### config.mk
export PLATFORM = sky130hd
export DESIGN_NAME = avalon_uart_fifo_flat
export DESIGN_NICKNAME = d
export VERILOG_FILES = /design/src/rtl/avalon_uart_fifo_pkg.sv /design/src/rtl/avalon_uart_fifo_if.sv /design/src/rtl/avalon_uart_fifo_fifo.sv /design/src/rtl/avalon_uart_fifo.sv /design/src/flat_wrapper.sv
export SDC_FILE = /design/constraint.sdc
export NUM_CORES = 1
export LEC_CHECK = 0
export CORE_MARGIN = 1
export CORE_UTILIZATION = 55
export DETAILED_ROUTE_END_ITERATION = 8
export PLACE_DENSITY = 0.76
export SYNTH_ARGS = -nofsm -noshare
export SYNTH_HDL_FRONTEND = slang
export SYNTH_SLANG_ARGS = --single-unit
### constraint.sdc
create_clock -name clk_clk -period 4.91 [get_ports clk_clk]
set_input_delay 0.491 -clock clk_clk [delete_from_list [all_inputs] [get_ports clk_clk]]
set_output_delay 0.491 -clock clk_clk [all_outputs]
set_load 0.1 [all_outputs]
### src/rtl/avalon_uart_fifo_pkg.sv
// Shared constants for the Avalon UART FIFO bridge.
// Holds the register map, the bit layout of the DATA and CONTROL words, and the read FSM states.
package avalon_uart_pkg;

    localparam logic ADDR_DATA    = 1'b0;
    localparam logic ADDR_CONTROL = 1'b1;

    localparam int CTRL_RE  = 0;
    localparam int CTRL_WE  = 1;
    localparam int CTRL_RI  = 8;
    localparam int CTRL_WI  = 9;
    localparam int CTRL_AC  = 10;
    localparam int CTRL_OVF = 11;

    localparam int DATA_RVALID = 15;

    typedef enum logic [1:0] {
        IDLE    = 2'd0,
        RD_WAIT = 2'd1,
        RD_DONE = 2'd2
    } rd_state_e;

    // Occupancy fields in the upper half-word clamp instead of wrapping.
    function automatic logic [15:0] sat16(input logic [31:0] value);
        return (value > 32'h0000_FFFF) ? 16'hFFFF : value[15:0];
    endfunction

endpackage

### src/rtl/avalon_uart_fifo_if.sv
// Avalon-MM slave signal bundle for the UART FIFO bridge.
interface avalon_uart_fifo_if;

    logic        uart_chipselect;
    logic        uart_address;
    logic        uart_read_n;
    logic        uart_write_n;
    logic [31:0] uart_writedata;
    logic [31:0] uart_readdata;
    logic        uart_waitrequest;

    modport slave (
        input  uart_chipselect,
        input  uart_address,
        input  uart_read_n,
        input  uart_write_n,
        input  uart_writedata,
        output uart_readdata,
        output uart_waitrequest
    );

    modport master (
        output uart_chipselect,
        output uart_address,
        output uart_read_n,
        output uart_write_n,
        output uart_writedata,
        input  uart_readdata,
        input  uart_waitrequest
    );

endinterface

### src/rtl/avalon_uart_fifo_fifo.sv
// Synchronous FIFO with combinational head and occupancy count.
// A push is accepted while full only when a pop retires an entry in the same cycle.
module sync_fifo #(
    parameter int DEPTH = 64,
    parameter int WIDTH = 8
) (
    input  logic                     clk,
    input  logic                     rst,
    input  logic                     i_push,
    input  logic [WIDTH-1:0]         i_wdata,
    input  logic                     i_pop,
    output logic [WIDTH-1:0]         o_rdata,
    output logic                     o_full,
    output logic                     o_empty,
    output logic [$clog2(DEPTH):0]   o_count
);

    localparam int AW = $clog2(DEPTH);
    localparam logic [AW:0] FULL_COUNT = (AW + 1)'(DEPTH);

    logic [WIDTH-1:0] r_mem [DEPTH];
    logic [AW-1:0]    r_wrPtr;
    logic [AW-1:0]    r_rdPtr;
    logic [AW:0]      r_count;
    logic             w_doPush;
    logic             w_doPop;

    assign o_full   = (r_count == FULL_COUNT);
    assign o_empty  = (r_count == '0);
    assign o_count  = r_count;
    assign o_rdata  = r_mem[r_rdPtr];
    assign w_doPop  = i_pop & ~o_empty;
    assign w_doPush = i_push & (~o_full | w_doPop);

    always_ff @(posedge clk) begin
        if (w_doPush) begin
            r_mem[r_wrPtr] <= i_wdata;
        end
    end

    // Pointers are exactly log2(DEPTH) wide, so they wrap modulo DEPTH on their own.
    always_ff @(posedge clk or posedge rst) begin
        if (rst) begin
            r_wrPtr <= '0;
            r_rdPtr <= '0;
            r_count <= '0;
        end else begin
            if (w_doPush) begin
                r_wrPtr <= r_wrPtr + 1'b1;
            end
            if (w_doPop) begin
                r_rdPtr <= r_rdPtr + 1'b1;
            end
            case ({w_doPush, w_doPop})
                2'b10:   r_count <= r_count + 1'b1;
                2'b01:   r_count <= r_count - 1'b1;
                default: r_count <= r_count;
            endcase
        end
    end

endmodule

### src/rtl/avalon_uart_fifo.sv
// Avalon-MM slave bridging a byte-wide TX and RX stream through two FIFOs,
// with a two-wait-state read path, optional write stalling, and a level interrupt.
module avalon_uart_fifo
    import avalon_uart_pkg::*;
#(
    parameter int RX_DEPTH = 64,
    parameter int TX_DEPTH = 64,
    parameter int WR_BLOCK = 0
) (
    input  logic                clk_clk,
    input  logic                reset_reset,
    avalon_uart_fifo_if.slave   avs,
    output logic                irq_irq,
    output logic [7:0]          tx_data,
    output logic                tx_valid,
    input  logic                tx_ready,
    input  logic [7:0]          rx_data,
    input  logic                rx_valid,
    output logic                rx_ready
);

    localparam int RX_CW = $clog2(RX_DEPTH) + 1;
    localparam int TX_CW = $clog2(TX_DEPTH) + 1;

    logic [7:0]       w_rxHead;
    logic             w_rxFull;
    logic             w_rxEmpty;
    logic [RX_CW-1:0] w_rxCount;
    logic [7:0]       w_txHead;
    logic             w_txFull;
    logic             w_txEmpty;
    logic [TX_CW-1:0] w_txCount;

    logic             w_rxPush;
    logic             w_rxPop;
    logic             w_txPush;
    logic             w_txPop;

    logic             w_read;
    logic             w_write;
    logic             w_dataWrite;
    logic             w_ctrlWrite;
    logic             w_txBlocked;
    logic             w_txStall;
    logic             w_txDrop;
    logic             w_waitreq;
    logic             w_ri;
    logic             w_wi;
    logic [31:0]      w_rxAfter;
    logic [31:0]      w_dataWord;
    logic [31:0]      w_ctrlWord;
    logic             w_unused;

    rd_state_e        r_state;
    rd_state_e        w_nextState;
    logic [31:0]      r_readdata;
    logic             r_popPending;
    logic             r_alive;
    logic             r_re;
    logic             r_we;
    logic             r_ac;
    logic             r_ovf;
    logic             r_irq;

    sync_fifo #(.DEPTH(RX_DEPTH), .WIDTH(8)) u_rxFifo (
        .clk     (clk_clk),
        .rst     (reset_reset),
        .i_push  (w_rxPush),
        .i_wdata (rx_data),
        .i_pop   (w_rxPop),
        .o_rdata (w_rxHead),
        .o_full  (w_rxFull),
        .o_empty (w_rxEmpty),
        .o_count (w_rxCount)
    );

    sync_fifo #(.DEPTH(TX_DEPTH), .WIDTH(8)) u_txFifo (
        .clk     (clk_clk),
        .rst     (reset_reset),
        .i_push  (w_txPush),
        .i_wdata (avs.uart_writedata[7:0]),
        .i_pop   (w_txPop),
        .o_rdata (w_txHead),
        .o_full  (w_txFull),
        .o_empty (w_txEmpty),
        .o_count (w_txCount)
    );

    // r_alive holds rx_ready low through reset and releases it on the first clock afterwards.
    assign rx_ready = r_alive & ~w_rxFull;
    assign tx_valid = ~w_txEmpty;
    assign tx_data  = w_txHead;
    assign w_rxPush = rx_valid & rx_ready;
    assign w_txPop  = tx_valid & tx_ready;

    assign w_read      = avs.uart_chipselect & ~avs.uart_read_n;
    assign w_write     = avs.uart_chipselect & ~avs.uart_write_n & ~w_read;
    assign w_dataWrite = w_write & (r_state == IDLE) & (avs.uart_address == ADDR_DATA);
    assign w_ctrlWrite = w_write & (r_state == IDLE) & (avs.uart_address == ADDR_CONTROL);
    assign w_txBlocked = w_dataWrite & w_txFull & ~w_txPop;
    assign w_txStall   = w_txBlocked & (WR_BLOCK != 0);
    assign w_txDrop    = w_txBlocked & (WR_BLOCK == 0);
    assign w_txPush    = w_dataWrite & (~w_txFull | w_txPop);

    assign w_ri = (w_rxCount >= RX_CW'(RX_DEPTH / 2)) | w_rxFull;
    assign w_wi = (w_txCount <= TX_CW'(TX_DEPTH / 4));

    assign w_rxAfter = w_rxEmpty ? 32'd0 : (32'(w_rxCount) - 32'd1);

    always_comb begin
        w_dataWord              = '0;
        w_dataWord[7:0]         = w_rxEmpty ? 8'h00 : w_rxHead;
        w_dataWord[DATA_RVALID] = ~w_rxEmpty;
        w_dataWord[31:16]       = sat16(w_rxAfter);
    end

    always_comb begin
        w_ctrlWord           = '0;
        w_ctrlWord[CTRL_RE]  = r_re;
        w_ctrlWord[CTRL_WE]  = r_we;
        w_ctrlWord[CTRL_RI]  = w_ri;
        w_ctrlWord[CTRL_WI]  = w_wi;
        w_ctrlWord[CTRL_AC]  = r_ac;
        w_ctrlWord[CTRL_OVF] = r_ovf;
        w_ctrlWord[31:16]    = sat16(32'(TX_DEPTH) - 32'(w_txCount));
    end

    // Reads always take two wait states; a stalled TX write is the only other waitrequest source.
    always_comb begin
        w_nextState = r_state;
        w_waitreq   = 1'b0;
        w_rxPop     = 1'b0;
        case (r_state)
            IDLE: begin
                if (w_read) begin
                    w_nextState = RD_WAIT;
                    w_waitreq   = 1'b1;
                end else begin
                    w_waitreq   = w_txStall;
                end
            end
            RD_WAIT: begin
                w_nextState = RD_DONE;
                w_waitreq   = w_read;
            end
            RD_DONE: begin
                w_nextState = IDLE;
                w_rxPop     = r_popPending;
            end
            default: w_nextState = IDLE;
        endcase
    end

    assign avs.uart_waitrequest = w_waitreq & ~reset_reset;
    assign avs.uart_readdata    = r_readdata;
    assign irq_irq              = r_irq;

    always_ff @(posedge clk_clk or posedge reset_reset) begin
        if (reset_reset) begin
            r_state      <= IDLE;
            r_readdata   <= '0;
            r_popPending <= 1'b0;
        end else begin
            r_state <= w_nextState;
            if (r_state == RD_WAIT) begin
                r_readdata   <= (avs.uart_address == ADDR_DATA) ? w_dataWord : w_ctrlWord;
                r_popPending <= (avs.uart_address == ADDR_DATA) & ~w_rxEmpty;
            end
        end
    end

    // A stream transfer in the same cycle as a clear request wins, so no activity is lost.
    always_ff @(posedge clk_clk or posedge reset_reset) begin
        if (reset_reset) begin
            r_alive <= 1'b0;
            r_re    <= 1'b0;
            r_we    <= 1'b0;
            r_ac    <= 1'b0;
            r_ovf   <= 1'b0;
            r_irq   <= 1'b0;
        end else begin
            r_alive <= 1'b1;
            if (w_ctrlWrite) begin
                r_re <= avs.uart_writedata[CTRL_RE];
                r_we <= avs.uart_writedata[CTRL_WE];
            end
            if (w_rxPush | w_txPop) begin
                r_ac <= 1'b1;
            end else if (w_ctrlWrite & avs.uart_writedata[CTRL_AC]) begin
                r_ac <= 1'b0;
            end
            if (w_txDrop) begin
                r_ovf <= 1'b1;
            end else if (w_ctrlWrite & avs.uart_writedata[CTRL_OVF]) begin
                r_ovf <= 1'b0;
            end
            r_irq <= (r_re & w_ri) | (r_we & w_wi);
        end
    end

    assign w_unused = &{1'b0, avs.uart_writedata[31:12], avs.uart_writedata[9:8]};

endmodule
### src/flat_wrapper.sv
// flat-port wrapper written by rule: the top's interface ports become plain ports
module avalon_uart_fifo_flat import avalon_uart_pkg::*;
#(
    parameter int RX_DEPTH = 64,
    parameter int TX_DEPTH = 64,
    parameter int WR_BLOCK = 0
)
  (clk_clk, reset_reset, irq_irq, tx_data, tx_valid, tx_ready, rx_data, rx_valid, rx_ready, avs_uart_chipselect, avs_uart_address, avs_uart_read_n, avs_uart_write_n, avs_uart_writedata, avs_uart_readdata, avs_uart_waitrequest);
  avalon_uart_fifo_if avs_i ();
  input  logic clk_clk;
  input  logic reset_reset;
  output logic irq_irq;
  output logic [7:0] tx_data;
  output logic tx_valid;
  input  logic tx_ready;
  input  logic [7:0] rx_data;
  input  logic rx_valid;
  output logic rx_ready;
  input wire logic [$bits(avs_i.uart_chipselect)-1:0] avs_uart_chipselect;
  input wire logic [$bits(avs_i.uart_address)-1:0] avs_uart_address;
  input wire logic [$bits(avs_i.uart_read_n)-1:0] avs_uart_read_n;
  input wire logic [$bits(avs_i.uart_write_n)-1:0] avs_uart_write_n;
  input wire logic [$bits(avs_i.uart_writedata)-1:0] avs_uart_writedata;
  output wire logic [$bits(avs_i.uart_readdata)-1:0] avs_uart_readdata;
  output wire logic [$bits(avs_i.uart_waitrequest)-1:0] avs_uart_waitrequest;
  assign avs_i.uart_chipselect = avs_uart_chipselect;
  assign avs_i.uart_address = avs_uart_address;
  assign avs_i.uart_read_n = avs_uart_read_n;
  assign avs_i.uart_write_n = avs_uart_write_n;
  assign avs_i.uart_writedata = avs_uart_writedata;
  assign avs_uart_readdata = avs_i.uart_readdata;
  assign avs_uart_waitrequest = avs_i.uart_waitrequest;
  avalon_uart_fifo #(.RX_DEPTH(RX_DEPTH), .TX_DEPTH(TX_DEPTH), .WR_BLOCK(WR_BLOCK)) u_core (.clk_clk(clk_clk), .reset_reset(reset_reset), .avs(avs_i), .irq_irq(irq_irq), .tx_data(tx_data), .tx_valid(tx_valid), .tx_ready(tx_ready), .rx_data(rx_data), .rx_valid(rx_valid), .rx_ready(rx_ready));
endmodule
======== After elaboration in Yosys (flattened, before gate mapping) ========
Memories as Yosys holds them, arrays and structs flattened.
Cells that the tools add are included.
cells by class
  add/subtract/negate cells ............... 10
  magnitude comparators ................... 4
  eq/ne operators ......................... 9
  multiplexer cells ....................... 20
  bitwise operators ....................... 38
  reduce and logical (&&, ||, !) cells .... 7
operators with widths
  cell                  count
  $gt 32x16->1 const B  2
  $mux 32               2
  $mux 16               2
  $pmux 7 s2            2
  $add 6x1->6 const B   4
  $and 1x1->1           22
  $add 7x1->7 const B   2
  $eq 7x7->1 const B    2
  $logic_not 7->1       2
  $sub 7x1->7 const B   2
  $mux 1                10
  $not 1->1             10
  $mux 8                1
  $reduce_bool 2->1     4
  $sub 7x1->8 const B   1
  $sub 7x7->8 const A   1
  $ge 7x6->1 const B    1
  $le 7x5->1 const B    1
  $eq 2x1->1 const B    3
  $eq 2x2->1 const B    3
  $or 1x1->1            6
  $pmux 2 s2            1
  $logic_not 2->1       1
  $mux 2                1
  other kinds (2)       2
word-level totals
  register bits after elaboration ......... 79
  memory bits (writable) .................. 1024
  input port bits ......................... 48
  output and inout port bits .............. 44
  memories kept ........................... 2
memory list
  name                   depth  width  rd ports  clocked after memory_dff  wr ports  line                         text
  u_core.u_rxFifo.r_mem  64     8      1         0                         1         avalon_uart_fifo_fifo.sv:21  logic [WIDTH-1:0] r_mem [DEPTH];
  u_core.u_txFifo.r_mem  64     8      1         0                         1         avalon_uart_fifo_fifo.sv:21

======== Longest topological paths before layout ========
  depth in word-level cells ............... 10
  depth in mapped cells ................... 17

======== Cells and area by module ========
From an unflattened synthesis, not the netlist that was laid out.
second synthesis, totals
  cell total of the unflattened synthesis .. 2297
  area total of the unflattened synthesis .. 43703.2 um^2
by module, submodules not included
  module                       instances  cells each  area an instance (um^2)  seq. area each (um^2)
  sync_fifo (u_core.u_rxFifo)  1          1070        21065.2                  15850.2
  sync_fifo (u_core.u_txFifo)  1          1068        21043.9                  15850.2
  avalon_uart_fifo             1          159         1594.0                   725.7

======== Least setup slack after synthesis ========
Ideal clock, no wire load.
  kind .................................... reg-to-output
  start point ............................. reg u_core.u_txFifo.r_rdPtr[1]
  end point ............................... out tx_data[2]
  arrival ................................. 4.997 ns
  path slack .............................. -0.578 ns
  stages on the path, launching flop included .. 7
  cell sequence ........................... dfrtp_1 -> buf_2 -> buf_1 -> clkbuf_1 -> mux4_2 -> a211oi_1 -> o311ai_0
between the ends
  cells in the longest elaborated chain, start to end .. 1
RTL lines
  item                    line                         text
  start, declared         avalon_uart_fifo_fifo.sv:23  logic [AW-1:0] r_rdPtr;
  start signal, assigned  avalon_uart_fifo_fifo.sv:52  r_rdPtr <= r_rdPtr + 1'b1;
  $mem_v2 64x8            n/a
  end, declared           flat_wrapper.sv:13           output logic [7:0] tx_data;
No other way between the ends.

======== Worst setup path in the final report ========
  start point ............................. reg u_core.u_txFifo.r_rdPtr[0]
  end point ............................... out tx_data[5]
Same word-level chain as after synthesis.

==> impl_metrics.yaml <==
routing:
  wl_met2_um: 49100
  firstDrtPassIters: 6
  wire_per_inst_um: 27.5
  vias_per_cell: 6.34
  wirelength_um: 96000
  drt_iter0_drc: 2320
  drc_errors: 0
  wl_met1_um: 35700
  final_antenna_net_count: 0
  top_layer: "met4"
  wl_met3_um: 6990
  via_count: 22100
cts:
  cts_setup_buffers: 0
  cts_buffer_depth: 3
  clock-sinks: 1091
  cts_hold_buf: 0
  cts_max_level: 3
  clk_latency_ns: 0.69
  cts_resized: 0
  clk_pin_slew_ns: 0.06
  cts_root_buf: "clkbuf_16"
  tritoncts: "done"
  tritoncts.num_buffers: 105
global_routing:
  grt_pass1_wl_um: 144000
  grt_use_total_pct: 24.1
  grt_max_degree: 68
  gr-total-overflow: 0
  antenna_found_initial: 1
  grt_pass1_vias: 22800
critical_path:
  worst_path_max_delay_cell: "dfrtp_4"
  crit_fanout: 22
  end_kind: "output pin"
  cp.required_ns: 4.42
  start_kind: "register"
  critical_path_arrival_ns: 3.78
  path_class: "reg2out"
  critPathMaxStageDelay_ns: 0.75
  critPathTopFamily: "multiplexers"
  timing.critical_path.buf_inv: 2
  crit_chain: "buf_4 -> mux4_2 -> mux4_2 -> a211oi_1 -> a31oi_1 -> buf_4"
floorplanning:
  ios: 92
  die_w_um: 283
  fp.dieH_um: 283
  rows: 102
  core_mm2: 0.0778
  die_area_mm2: 0.0802
  start_util_pct: 55.8
logic_synthesis:
  yosysUniqueCellTypes: 71
  synthTopCellsByArea: "edfxtp_1, mux4_2, dfrtp_1"
  synth_seq_cells: 1091
  synth_ff_type: "edfxtp_1"
  synth-seq-area-share_pct: 74.6
  synth_area_per_cell_um2: 19.1
  synth_area_mm2: 0.0435
  syn_inst: 2271
  synth_top_cell_area_share_pct: 70.7
  synth_edf_count: 1024
  async_reset_ff_share_pct: 6.14
  yosysTopAreaCell: "edfxtp_1"
  yosysWarningCount: 0
final_layout:
  final_net_count: 2417
  layout.cells.non_filler: 3485
  drive_above_1_share_pct: 20.8
  area_delta_synth_final_pct: 12.0
  fill_cells: 5179
  final_util_pct: 62.5
sta:
  rsz0062_at_grt: "no"
  skew_ns: 0.0429
  post-route-period-util_pct: 87.0
  setup_viol: 0
  drv_slew: 0
  fmax_mhz: 234
  hold_viol: 0
  tightest_slew_ns: 1.31
  relSlewSlack_pct: 12.8
  finalCriticalPeriod_ns: 4.27
  fin_tns_setup_ns: 0
placement:
  dp_hpwl_um: 57700
  io_buffers: 66
  gp_congestion: 0.870
  placed_cells: 3289
power:
  cellPowerDensity_mw_per_mm2: 559
  max-vdd-ir-drop_uv: 634
  p_leak_uw: 0.0155
hold_path:
  worstHoldPathType: "in2reg"
status:
  outcome: "completed"
flow_run:
  maxCapViolCount: 0
## final timing paths
| check | end | slack (ns) | startpoint | cells after the start |
|---|---|---|---|---|
| setup reg to reg | u_core.u_txFifo.o_count[6] | 0.89 | u_core.u_txFifo.o_count[0] | 15 |
| max in group asynchronous | u_core.u_rxFifo.r_rdPtr[0] | 3.73 | reset_reset | 3 |
| hold / removal | u_core.r_state[0] | 0.45 | avs_uart_read_n | 2 |
| hold reg to reg | u_core.avs.uart_readdata[10] | 0.47 | u_core.avs.uart_readdata[10] | 2 |
| min in group asynchronous | u_core.u_txFifo.r_wrPtr[3] | 0.47 | reset_reset | 3 |
| setup / recovery | tx_data[5] | 0.64 | u_core.u_txFifo.r_rdPtr[0] | 6 |
## power breakdown
part / switching [uW] / internal [uW]
Combinational: 4530 / 3070
Clock: 3470 / 4830
Sequential: 843 / 10500
## per-stage QoR
stage | worst slack, ns | cell area [um2] | power [uW] | hold slack [ns]
after global routing | 0.485 | 48700 | 28000 | 0.461
after global placement | 0.883 | 45100 | 18900 | 0.455
final | 0.640 | 48700 | 27200 | 0.447
after CTS | 0.592 | 48700 | 27300 | 0.418
after floorplan | 0.500 | 43500 | 16900 | 0.456
after detailed placement | 0.723 | 45100 | 19000 | 0.463
## sequential cells by signal, indices dropped and copies added (netlist names), 6 cells and up
signal	count
u_core.u_rxFifo.r_mem	512
u_core.u_txFifo.r_mem	512
u_core.u_rxFifo.o_count	7
u_core.u_txFifo.r_rdPtr	6
u_core.u_rxFifo.r_wrPtr	6
u_core.avs.uart_readdata	21
u_core.u_rxFifo.r_rdPtr	6
u_core.u_txFifo.o_count	7
u_core.u_txFifo.r_wrPtr	6
## cells by family (layout without fill, tap and decap cells)
kind of cell	Yosys count	count (layout)	synth area share, %
XOR/XNOR	46	46	0.927
other	2	5	0.0173
AND/OR/NAND/NOR	384	384	4.09
flip-flops	1091	1091	74.6
adder cells (fa/ha/maj)	13	13	0.374
multiplexers	352	352	14.7
AO/OA/AOI/OAI	217	217	3.42
buffers and inverters	166	337	1.87
## cells in the final DEF (no fill, tap or decap), types with 42 or more instances in the layout
master and instances:
a21oi_1 44, buf_4 64, clkbuf_16 108, clkdlybuf4s50_1 42, dfrtp_1 60, edfxtp_1 1024, mux2i_1 112, mux4_2 228
nand2_1 95, nor2_1 174
## worst reg2reg max path, stage by stage, from the launching register on
cell,delay [ns]
dfrtp_1,0.47
inv_1,0.12
ha_1,0.18
or3b_2,0.51
or4_1,0.43
nand2_1,0.16
inv_1,0.20
ha_1,0.42
xor2_1,0.23
ha_1,0.26
nand2_1,0.07
o21ai_0,0.07
a221o_1,0.40
nor3_1,0.12
o21ai_0,0.12
xnor2_1,0.13
## metal layers
| metal | global-route usage (%) | up-vias |
|---|---|---|
| met4 | 10.0 | 0 |
| met5 | 0 | - |
| met3 | 3.79 | 241 |
| li1 | - | 9345 |
| met2 | 40.8 | 1117 |
| met1 | 31.5 | 11400 |
## cell usage after synthesis, types with 19 or more instances
cell / instances
edfxtp_1: 1024
clkbuf_1: 59
a21oi_1: 44
nor2_1: 174
buf_4: 27
mux4_2: 228
dfrtp_1: 67
buf_1: 20
nand2_1: 95
o221ai_1: 19
mux2i_1: 112
xnor2_1: 32
buf_2: 39
o21ai_0: 38
a221oi_1: 20
nand3_1: 21
## final cells by class
type                       instances  area, um2  share of cell area (%)
sequential                      1091      32400                    66.6
multi-input combinational       1016      10200                    21.0
timing repair buffer             126       1060                    2.18
clock buffer                     122       2760                    5.66
inverter                          16       61.3                   0.126
clock inverter                    73        822                    1.69
tap                             1040       1300                    2.67
antenna                            1       2.50                 0.00514
Note: power is estimated with default switching activity, not from simulation.
